**config.mk**
```make
export PLATFORM = sky130hd
export DESIGN_NAME = pipeline_hazard_ctrl_flat
export DESIGN_NICKNAME = d
export VERILOG_FILES = /design/src/rtl/pipeline_hazard_ctrl_if.sv /design/src/rtl/pipeline_hazard_ctrl.sv /design/src/flat_wrapper.sv
export SDC_FILE = /design/constraint.sdc
export NUM_CORES = 1
export LEC_CHECK = 0
export CAP_MARGIN = 25
export CORE_ASPECT_RATIO = 0.6
export CORE_MARGIN = 3
export CORE_UTILIZATION = 49
export DETAILED_ROUTE_END_ITERATION = 6
export PLACE_DENSITY = 0.91
export SYNTH_ARGS = -nofsm -noshare
export SYNTH_HDL_FRONTEND = slang
export SYNTH_SLANG_ARGS = --single-unit
```
**constraint.sdc**
```tcl
create_clock -name clk -period 3.8 [get_ports clk]
set_input_delay 0.95 -clock clk [delete_from_list [all_inputs] [get_ports clk]]
set_output_delay 0.95 -clock clk [all_outputs]
set_load 0.02 [all_outputs]
```
**src/rtl/pipeline_hazard_ctrl_if.sv**
```systemverilog
// rtl/pipeline_hazard_ctrl_if.sv - pipeline <-> hazard controller signal bundle
//
// Purpose: groups the ID/EX/MEM hazard inputs and the forward/enable/flush/
// counter outputs of pipeline_hazard_ctrl into one bundle.
// Modports:
//   slave  - the hazard controller (hazard inputs in, control outputs out)
//   master - the pipeline side (drives hazard inputs, receives controls)
interface pipeline_hazard_ctrl_if #(
  parameter int CNT_W = 32
);
  logic [4:0]       id_rs;
  logic [4:0]       id_rt;
  logic             id_usesRs;
  logic             id_usesRt;
  logic             id_shouldJumpOrBranch;
  logic             ex_shouldWriteRegister;
  logic [4:0]       ex_registerWriteAddress;
  logic             ex_isLoad;
  logic             mem_shouldWriteRegister;
  logic [4:0]       mem_registerWriteAddress;
  logic             mem_isLoad;
  logic             mem_accessReq;
  logic             MIO_ready;
  logic [1:0]       fwdRs;
  logic [1:0]       fwdRt;
  logic             pc_en;
  logic             if_id_en;
  logic             id_ex_en;
  logic             ex_mem_en;
  logic             if_id_flush;
  logic             id_ex_flush;
  logic             mem_wb_flush;
  logic             mem_timeout;
  logic [CNT_W-1:0] stall_count;
  logic [CNT_W-1:0] flush_count;

  modport slave (
    input  id_rs, id_rt, id_usesRs, id_usesRt, id_shouldJumpOrBranch,
    input  ex_shouldWriteRegister, ex_registerWriteAddress, ex_isLoad,
    input  mem_shouldWriteRegister, mem_registerWriteAddress, mem_isLoad,
    input  mem_accessReq, MIO_ready,
    output fwdRs, fwdRt, pc_en, if_id_en, id_ex_en, ex_mem_en,
    output if_id_flush, id_ex_flush, mem_wb_flush, mem_timeout,
    output stall_count, flush_count
  );

  modport master (
    output id_rs, id_rt, id_usesRs, id_usesRt, id_shouldJumpOrBranch,
    output ex_shouldWriteRegister, ex_registerWriteAddress, ex_isLoad,
    output mem_shouldWriteRegister, mem_registerWriteAddress, mem_isLoad,
    output mem_accessReq, MIO_ready,
    input  fwdRs, fwdRt, pc_en, if_id_en, id_ex_en, ex_mem_en,
    input  if_id_flush, id_ex_flush, mem_wb_flush, mem_timeout,
    input  stall_count, flush_count
  );
endinterface

```
**src/rtl/pipeline_hazard_ctrl.sv**
```systemverilog
// rtl/pipeline_hazard_ctrl.sv - stall/flush/forward scheduler for the 5-stage pipeline
//
// Purpose: resolves load-use, taken branch/jump and memory-wait hazards,
// selects ID operand forwarding, and keeps saturating stall/flush counters.
// A memory wait longer than MEM_TIMEOUT-1 frozen cycles is force-released
// and latched in the sticky mem_timeout flag.
// Ports:
//   clk  - rising-edge clock
//   rst  - synchronous active-low reset
//   bus  - pipeline_hazard_ctrl_if.slave: hazard inputs from ID/EX/MEM,
//          forward selects, register enables, flush strobes, counters
module pipeline_hazard_ctrl #(
  parameter int MEM_TIMEOUT = 16,
  parameter int CNT_W       = 32
) (
  input logic                   clk,
  input logic                   rst,
  pipeline_hazard_ctrl_if.slave bus
);

  localparam int WCW = $clog2(MEM_TIMEOUT + 1);

  typedef enum logic {
    ST_RUN      = 1'b0,
    ST_MEM_WAIT = 1'b1
  } state_t;

  state_t           r_state;
  state_t           w_state_nxt;
  logic [WCW-1:0]   r_wait_cnt;
  logic [WCW-1:0]   w_wait_cnt_nxt;
  logic             r_mem_timeout;
  logic             w_timeout_set;
  logic [CNT_W-1:0] r_stall_count;
  logic [CNT_W-1:0] r_flush_count;

  logic w_ex_rs, w_ex_rt, w_mem_rs, w_mem_rt;
  logic w_force, w_mem_wait, w_load_use;
  logic w_pc_en, w_if_id_en, w_id_ex_en, w_ex_mem_en;
  logic w_if_id_flush, w_id_ex_flush, w_mem_wb_flush;
  logic w_stall, w_flush;

  function automatic logic src_match(input logic       uses,
                                     input logic [4:0] src,
                                     input logic       wr,
                                     input logic [4:0] dst);
    return uses && (src != 5'd0) && wr && (src == dst);
  endfunction

  // A matching EX load cannot supply data yet, so selection falls through
  // to MEM; the load-use stall covers that cycle anyway.
  function automatic logic [1:0] fwd_sel(input logic ex_hit,
                                         input logic ex_load,
                                         input logic mem_hit,
                                         input logic mem_load);
    if (ex_hit && !ex_load) return 2'b01;
    else if (mem_hit)       return mem_load ? 2'b11 : 2'b10;
    else                    return 2'b00;
  endfunction

  assign w_ex_rs  = src_match(bus.id_usesRs, bus.id_rs, bus.ex_shouldWriteRegister, bus.ex_registerWriteAddress);
  assign w_ex_rt  = src_match(bus.id_usesRt, bus.id_rt, bus.ex_shouldWriteRegister, bus.ex_registerWriteAddress);
  assign w_mem_rs = src_match(bus.id_usesRs, bus.id_rs, bus.mem_shouldWriteRegister, bus.mem_registerWriteAddress);
  assign w_mem_rt = src_match(bus.id_usesRt, bus.id_rt, bus.mem_shouldWriteRegister, bus.mem_registerWriteAddress);

  assign bus.fwdRs = fwd_sel(w_ex_rs, bus.ex_isLoad, w_mem_rs, bus.mem_isLoad);
  assign bus.fwdRt = fwd_sel(w_ex_rt, bus.ex_isLoad, w_mem_rt, bus.mem_isLoad);

  // The last allowed wait cycle is treated as if memory were ready.
  assign w_force    = (r_state == ST_MEM_WAIT) && (r_wait_cnt == WCW'(MEM_TIMEOUT - 1));
  assign w_mem_wait = bus.mem_accessReq & ~bus.MIO_ready & ~w_force;
  assign w_load_use = (w_ex_rs | w_ex_rt) & bus.ex_isLoad;

  always_ff @(posedge clk) begin
    if (!rst) begin
      r_state       <= ST_RUN;
      r_wait_cnt    <= '0;
      r_mem_timeout <= 1'b0;
    end else begin
      r_state    <= w_state_nxt;
      r_wait_cnt <= w_wait_cnt_nxt;
      if (w_timeout_set) begin
        r_mem_timeout <= 1'b1;
      end
    end
  end

  always_comb begin
    w_state_nxt    = r_state;
    w_wait_cnt_nxt = r_wait_cnt;
    w_timeout_set  = 1'b0;
    w_pc_en        = 1'b1;
    w_if_id_en     = 1'b1;
    w_id_ex_en     = 1'b1;
    w_ex_mem_en    = 1'b1;
    w_if_id_flush  = 1'b0;
    w_id_ex_flush  = 1'b0;
    w_mem_wb_flush = 1'b0;

    // Hazard priority: memory wait freezes everything, then load-use,
    // then the branch flush (held back until any stall clears).
    if (w_mem_wait) begin
      w_pc_en        = 1'b0;
      w_if_id_en     = 1'b0;
      w_id_ex_en     = 1'b0;
      w_ex_mem_en    = 1'b0;
      w_mem_wb_flush = 1'b1;
    end else if (w_load_use) begin
      w_pc_en       = 1'b0;
      w_if_id_en    = 1'b0;
      w_id_ex_flush = 1'b1;
    end else if (bus.id_shouldJumpOrBranch) begin
      w_if_id_flush = 1'b1;
    end

    case (r_state)
      ST_RUN: begin
        if (w_mem_wait) begin
          w_state_nxt    = ST_MEM_WAIT;
          w_wait_cnt_nxt = WCW'(1);
        end
      end
      ST_MEM_WAIT: begin
        if (!bus.mem_accessReq || bus.MIO_ready) begin
          w_state_nxt    = ST_RUN;
          w_wait_cnt_nxt = '0;
        end else if (w_force) begin
          w_state_nxt    = ST_RUN;
          w_wait_cnt_nxt = '0;
          w_timeout_set  = 1'b1;
        end else begin
          w_wait_cnt_nxt = r_wait_cnt + WCW'(1);
        end
      end
      default: begin
        w_state_nxt    = ST_RUN;
        w_wait_cnt_nxt = '0;
      end
    endcase
  end

  assign w_stall = ~w_pc_en;
  assign w_flush = w_if_id_flush | w_id_ex_flush | w_mem_wb_flush;

  always_ff @(posedge clk) begin
    if (!rst) begin
      r_stall_count <= '0;
      r_flush_count <= '0;
    end else begin
      if (w_stall && (r_stall_count != {CNT_W{1'b1}})) begin
        r_stall_count <= r_stall_count + CNT_W'(1);
      end
      if (w_flush && (r_flush_count != {CNT_W{1'b1}})) begin
        r_flush_count <= r_flush_count + CNT_W'(1);
      end
    end
  end

  assign bus.pc_en        = w_pc_en;
  assign bus.if_id_en     = w_if_id_en;
  assign bus.id_ex_en     = w_id_ex_en;
  assign bus.ex_mem_en    = w_ex_mem_en;
  assign bus.if_id_flush  = w_if_id_flush;
  assign bus.id_ex_flush  = w_id_ex_flush;
  assign bus.mem_wb_flush = w_mem_wb_flush;
  assign bus.mem_timeout  = r_mem_timeout;
  assign bus.stall_count  = r_stall_count;
  assign bus.flush_count  = r_flush_count;

endmodule

```
**src/flat_wrapper.sv**
```systemverilog
// flat-port wrapper written by rule: the top's interface ports become plain ports
module pipeline_hazard_ctrl_flat 
#(
  parameter int MEM_TIMEOUT = 16,
  parameter int CNT_W       = 32
)
  (clk, rst, bus_id_rs, bus_id_rt, bus_id_usesRs, bus_id_usesRt, bus_id_shouldJumpOrBranch, bus_ex_shouldWriteRegister, bus_ex_registerWriteAddress, bus_ex_isLoad, bus_mem_shouldWriteRegister, bus_mem_registerWriteAddress, bus_mem_isLoad, bus_mem_accessReq, bus_MIO_ready, bus_fwdRs, bus_fwdRt, bus_pc_en, bus_if_id_en, bus_id_ex_en, bus_ex_mem_en, bus_if_id_flush, bus_id_ex_flush, bus_mem_wb_flush, bus_mem_timeout, bus_stall_count, bus_flush_count);
  pipeline_hazard_ctrl_if #(.CNT_W(CNT_W)) bus_i ();
  input logic clk;
  input logic rst;
  input wire logic [$bits(bus_i.id_rs)-1:0] bus_id_rs;
  input wire logic [$bits(bus_i.id_rt)-1:0] bus_id_rt;
  input wire logic [$bits(bus_i.id_usesRs)-1:0] bus_id_usesRs;
  input wire logic [$bits(bus_i.id_usesRt)-1:0] bus_id_usesRt;
  input wire logic [$bits(bus_i.id_shouldJumpOrBranch)-1:0] bus_id_shouldJumpOrBranch;
  input wire logic [$bits(bus_i.ex_shouldWriteRegister)-1:0] bus_ex_shouldWriteRegister;
  input wire logic [$bits(bus_i.ex_registerWriteAddress)-1:0] bus_ex_registerWriteAddress;
  input wire logic [$bits(bus_i.ex_isLoad)-1:0] bus_ex_isLoad;
  input wire logic [$bits(bus_i.mem_shouldWriteRegister)-1:0] bus_mem_shouldWriteRegister;
  input wire logic [$bits(bus_i.mem_registerWriteAddress)-1:0] bus_mem_registerWriteAddress;
  input wire logic [$bits(bus_i.mem_isLoad)-1:0] bus_mem_isLoad;
  input wire logic [$bits(bus_i.mem_accessReq)-1:0] bus_mem_accessReq;
  input wire logic [$bits(bus_i.MIO_ready)-1:0] bus_MIO_ready;
  output wire logic [$bits(bus_i.fwdRs)-1:0] bus_fwdRs;
  output wire logic [$bits(bus_i.fwdRt)-1:0] bus_fwdRt;
  output wire logic [$bits(bus_i.pc_en)-1:0] bus_pc_en;
  output wire logic [$bits(bus_i.if_id_en)-1:0] bus_if_id_en;
  output wire logic [$bits(bus_i.id_ex_en)-1:0] bus_id_ex_en;
  output wire logic [$bits(bus_i.ex_mem_en)-1:0] bus_ex_mem_en;
  output wire logic [$bits(bus_i.if_id_flush)-1:0] bus_if_id_flush;
  output wire logic [$bits(bus_i.id_ex_flush)-1:0] bus_id_ex_flush;
  output wire logic [$bits(bus_i.mem_wb_flush)-1:0] bus_mem_wb_flush;
  output wire logic [$bits(bus_i.mem_timeout)-1:0] bus_mem_timeout;
  output wire logic [$bits(bus_i.stall_count)-1:0] bus_stall_count;
  output wire logic [$bits(bus_i.flush_count)-1:0] bus_flush_count;
  assign bus_i.id_rs = bus_id_rs;
  assign bus_i.id_rt = bus_id_rt;
  assign bus_i.id_usesRs = bus_id_usesRs;
  assign bus_i.id_usesRt = bus_id_usesRt;
  assign bus_i.id_shouldJumpOrBranch = bus_id_shouldJumpOrBranch;
  assign bus_i.ex_shouldWriteRegister = bus_ex_shouldWriteRegister;
  assign bus_i.ex_registerWriteAddress = bus_ex_registerWriteAddress;
  assign bus_i.ex_isLoad = bus_ex_isLoad;
  assign bus_i.mem_shouldWriteRegister = bus_mem_shouldWriteRegister;
  assign bus_i.mem_registerWriteAddress = bus_mem_registerWriteAddress;
  assign bus_i.mem_isLoad = bus_mem_isLoad;
  assign bus_i.mem_accessReq = bus_mem_accessReq;
  assign bus_i.MIO_ready = bus_MIO_ready;
  assign bus_fwdRs = bus_i.fwdRs;
  assign bus_fwdRt = bus_i.fwdRt;
  assign bus_pc_en = bus_i.pc_en;
  assign bus_if_id_en = bus_i.if_id_en;
  assign bus_id_ex_en = bus_i.id_ex_en;
  assign bus_ex_mem_en = bus_i.ex_mem_en;
  assign bus_if_id_flush = bus_i.if_id_flush;
  assign bus_id_ex_flush = bus_i.id_ex_flush;
  assign bus_mem_wb_flush = bus_i.mem_wb_flush;
  assign bus_mem_timeout = bus_i.mem_timeout;
  assign bus_stall_count = bus_i.stall_count;
  assign bus_flush_count = bus_i.flush_count;
  pipeline_hazard_ctrl #(.MEM_TIMEOUT(MEM_TIMEOUT), .CNT_W(CNT_W)) u_core (.clk(clk), .rst(rst), .bus(bus_i));
endmodule
```
==> metrics <==
Max Slew Vio Count 0; TritonCTS Buffers 9; floorplan die height 75.8 um; actual slew at the worst max-slew pin 0.628 ns; area fraction of the dominant cell type after synthesis 35.7%; setup TNS 0 ns; CTS H-tree depth 3; Final period util 97.8%; vias post-DR 4117; Req. time, crit path 2.85 ns; Max-slew headroom 57.8%; layout cells sized above 1 11.9%; placed inst area 5250 um^2; hpwl dp 8590 um; cell taking the most area after synthesis dfxtp_1; Tot GR Track Use 26.2%; FILL cells 560; drt drc 0; core box area 7570 um^2; worst path bufs/invs 2; crit path kind primary input to primary output; Post-synth top cells dfxtp_1 (71), nand2_1 (49), nor2_1 (33), xnor2_1 (33), nand3_1 (30); FF/Latch Area 1420 um^2; Setup crit start kind primary input; Lkg Pwr 1.96 nW; # diodes 0; slowest CP cell or4_4; CTS tree done; Starting DRT DRC Count 337; PnR worst setup slack 0.0828 ns; Die W 122 um; Yosys warning total 0; RSZ-0062 raised after global routing no; Power Density 332 nW/um^2; cell family with most CP delay simple AND/OR/NAND/NOR gates; status complete, no violations; Final Util 73.8%; synthesized area 3980 um^2; min cycle time layout 3.72 ns; post-route cell area 5580 um^2; synth top area cells dfxtp_1 (36%), xnor2_1 (7.3%), mux2i_1 (5.3%), nand2_1 (4.6%), nand3_1 (3.8%); vias per inst 5.79; Seq cells post-synth 71; vias in the first global route 3929; crit end category primary output; Worst EP arrival 2.77 ns; syn avg cell area 8.27 um^2; first-pass GRT wire length 19100 um; Post-synth top flop dfxtp_1; pre-CTS setup slack -0.419 ns; RePlAce Congestion 0.904; f_max 0.269 GHz; EDFF count, synth 0; Seq/Total Area, Yosys 35.7%; CTS clock-pin slew for the worst setup and hold paths 0.06 ns; CTS root buf clkbuf_16; Synth cell types 58; clk_lat worst skew 0.33 ns; most numerous cell in the Yosys netlist dfxtp_1; post-synthesis instance total 481; multi-input logic area 2420 um^2; R2R setup slack 1.06 ns; Post-synth ARST share 0%; min-delay worst type register to register; row cnt 24; Area Overhead vs Synth 40.4%; Final ANT Viol Nets 0; syn nets 515; antenna violations before repair 0; router iterations before antenna repair 5; Avg WL per Cell 16.5 um; drt total wl 11700 um; final setup vio count 0; IO Port Bufs 106; Clock Path Buffers 2; IR drop worst, VDD 0.263 mV; Sinks on Clock Net 71; Final Skew 0.00456 ns; Fin. Hold Viols 0; Initial Utilization 52.5%; largest net degree at the start of global routing 52; total gr overflow 0; Ports 107; CP cell instances clkdlybuf4s50_1 > or4_4 > o21ai_4 > nor3_2 > o21ai_2 > and3_1 > buf_2; Max-Cap Viols 0; Crit Path Max Fanout 3; nets 636; CP max stage delay 0.57 ns; die area 9270 um^2
==> area by class of cell <==
cell class / instances / share of cell area (%)
sequential: 71 / 25.5
clock buffer: 14 / 5.27
tap: 104 / 2.33
inverter: 10 / 0.672
multi-input combinational: 377 / 43.4
timing repair buffer: 133 / 22.2
clock inverter: 2 / 0.628
==> per-stage QoR <==
step | power (mW) | std cells | hold WS, ns
finish | 1.86 | 711 | 0.487
global route | 1.92 | 711 | 0.512
CTS | 1.86 | 710 | 0.487
detailed placement | 0.953 | 693 | 0.480
global placement | 0.945 | 693 | 0.473
floorplan | 0.862 | 481 | 0.477
==> placed cells by master (no fill, tap or decap), drive strengths merged, types with 3 or more instances in the layout <==
master / instances
clkdlybuf4s50: 98
dfxtp: 71
nand2: 49
nor2: 35
xnor2: 33
buf: 33
nand3: 31
a21oi: 28
mux2i: 21
nand4: 19
o21ai: 19
nand2b: 18
and3: 16
clkbuf: 16
nor3: 15
or3: 13
or4: 11
inv: 10
o31ai: 8
nor4: 8
and2: 8
and4: 7
o21a: 3
nor2b: 3
ha: 3
a21o: 3
==> worst min-delay path, stage by stage, from the launching register on <==
cell	delay (ns)
dfxtp_1	0.33
nand2_1	0.06
mux2i_1	0.05
==> path summary, 6_finish.rpt <==
check / from / end / cells after the start
setup / recovery: bus_id_rt[0] / bus_if_id_flush / 7
hold / removal: u_core.bus.stall_count[23] / u_core.bus.stall_count[23] / 2
setup reg to reg: u_core.bus.flush_count[3] / u_core.bus.flush_count[26] / 7
hold reg to reg: u_core.bus.stall_count[23] / u_core.bus.stall_count[23] / 2
==> where the power goes <==
part / leakage, nW / switching, mW / total (mW) / internal [mW]
Sequential: 0.573 / 0.00732 / 0.757 / 0.750
Clock: 0.165 / 0.318 / 0.915 / 0.597
Combinational: 1.22 / 0.0943 / 0.184 / 0.0894
==> per-layer routing <==
metal  global-route usage [%]  share of wire (%)
met2                     42.9                 46
met1                     33.5                 44
met4                     10.3                2.7
met3                     6.97                7.8
met5                        0                  0
==> sequential cells by signal, summed over array words and instances (netlist names) <==
register and cells:
u_core.bus.flush_count 32, u_core.bus.mem_timeout 1, u_core.bus.stall_count 32, u_core.r_state 1
u_core.r_wait_cnt 5
==> logic make-up after synthesis <==
kind of cell	synth area share, %
simple gates	34.4
mux	5.57
flops	35.7
buf+inv	3.81
xor+xnor	7.71
fa+ha+maj	0.944
compound gates	11.8
==> timing repair <==
action | in CTS | in global routing
hold endpoints to repair | 0 | 0
pin swaps | 1 | 2
setup buffers | 1 | 1
hold buffers | 0 | 0
gates resized for setup | 27 | 10
setup endpoints to repair | 8 | 8
(Power assumes the default switching activity.)
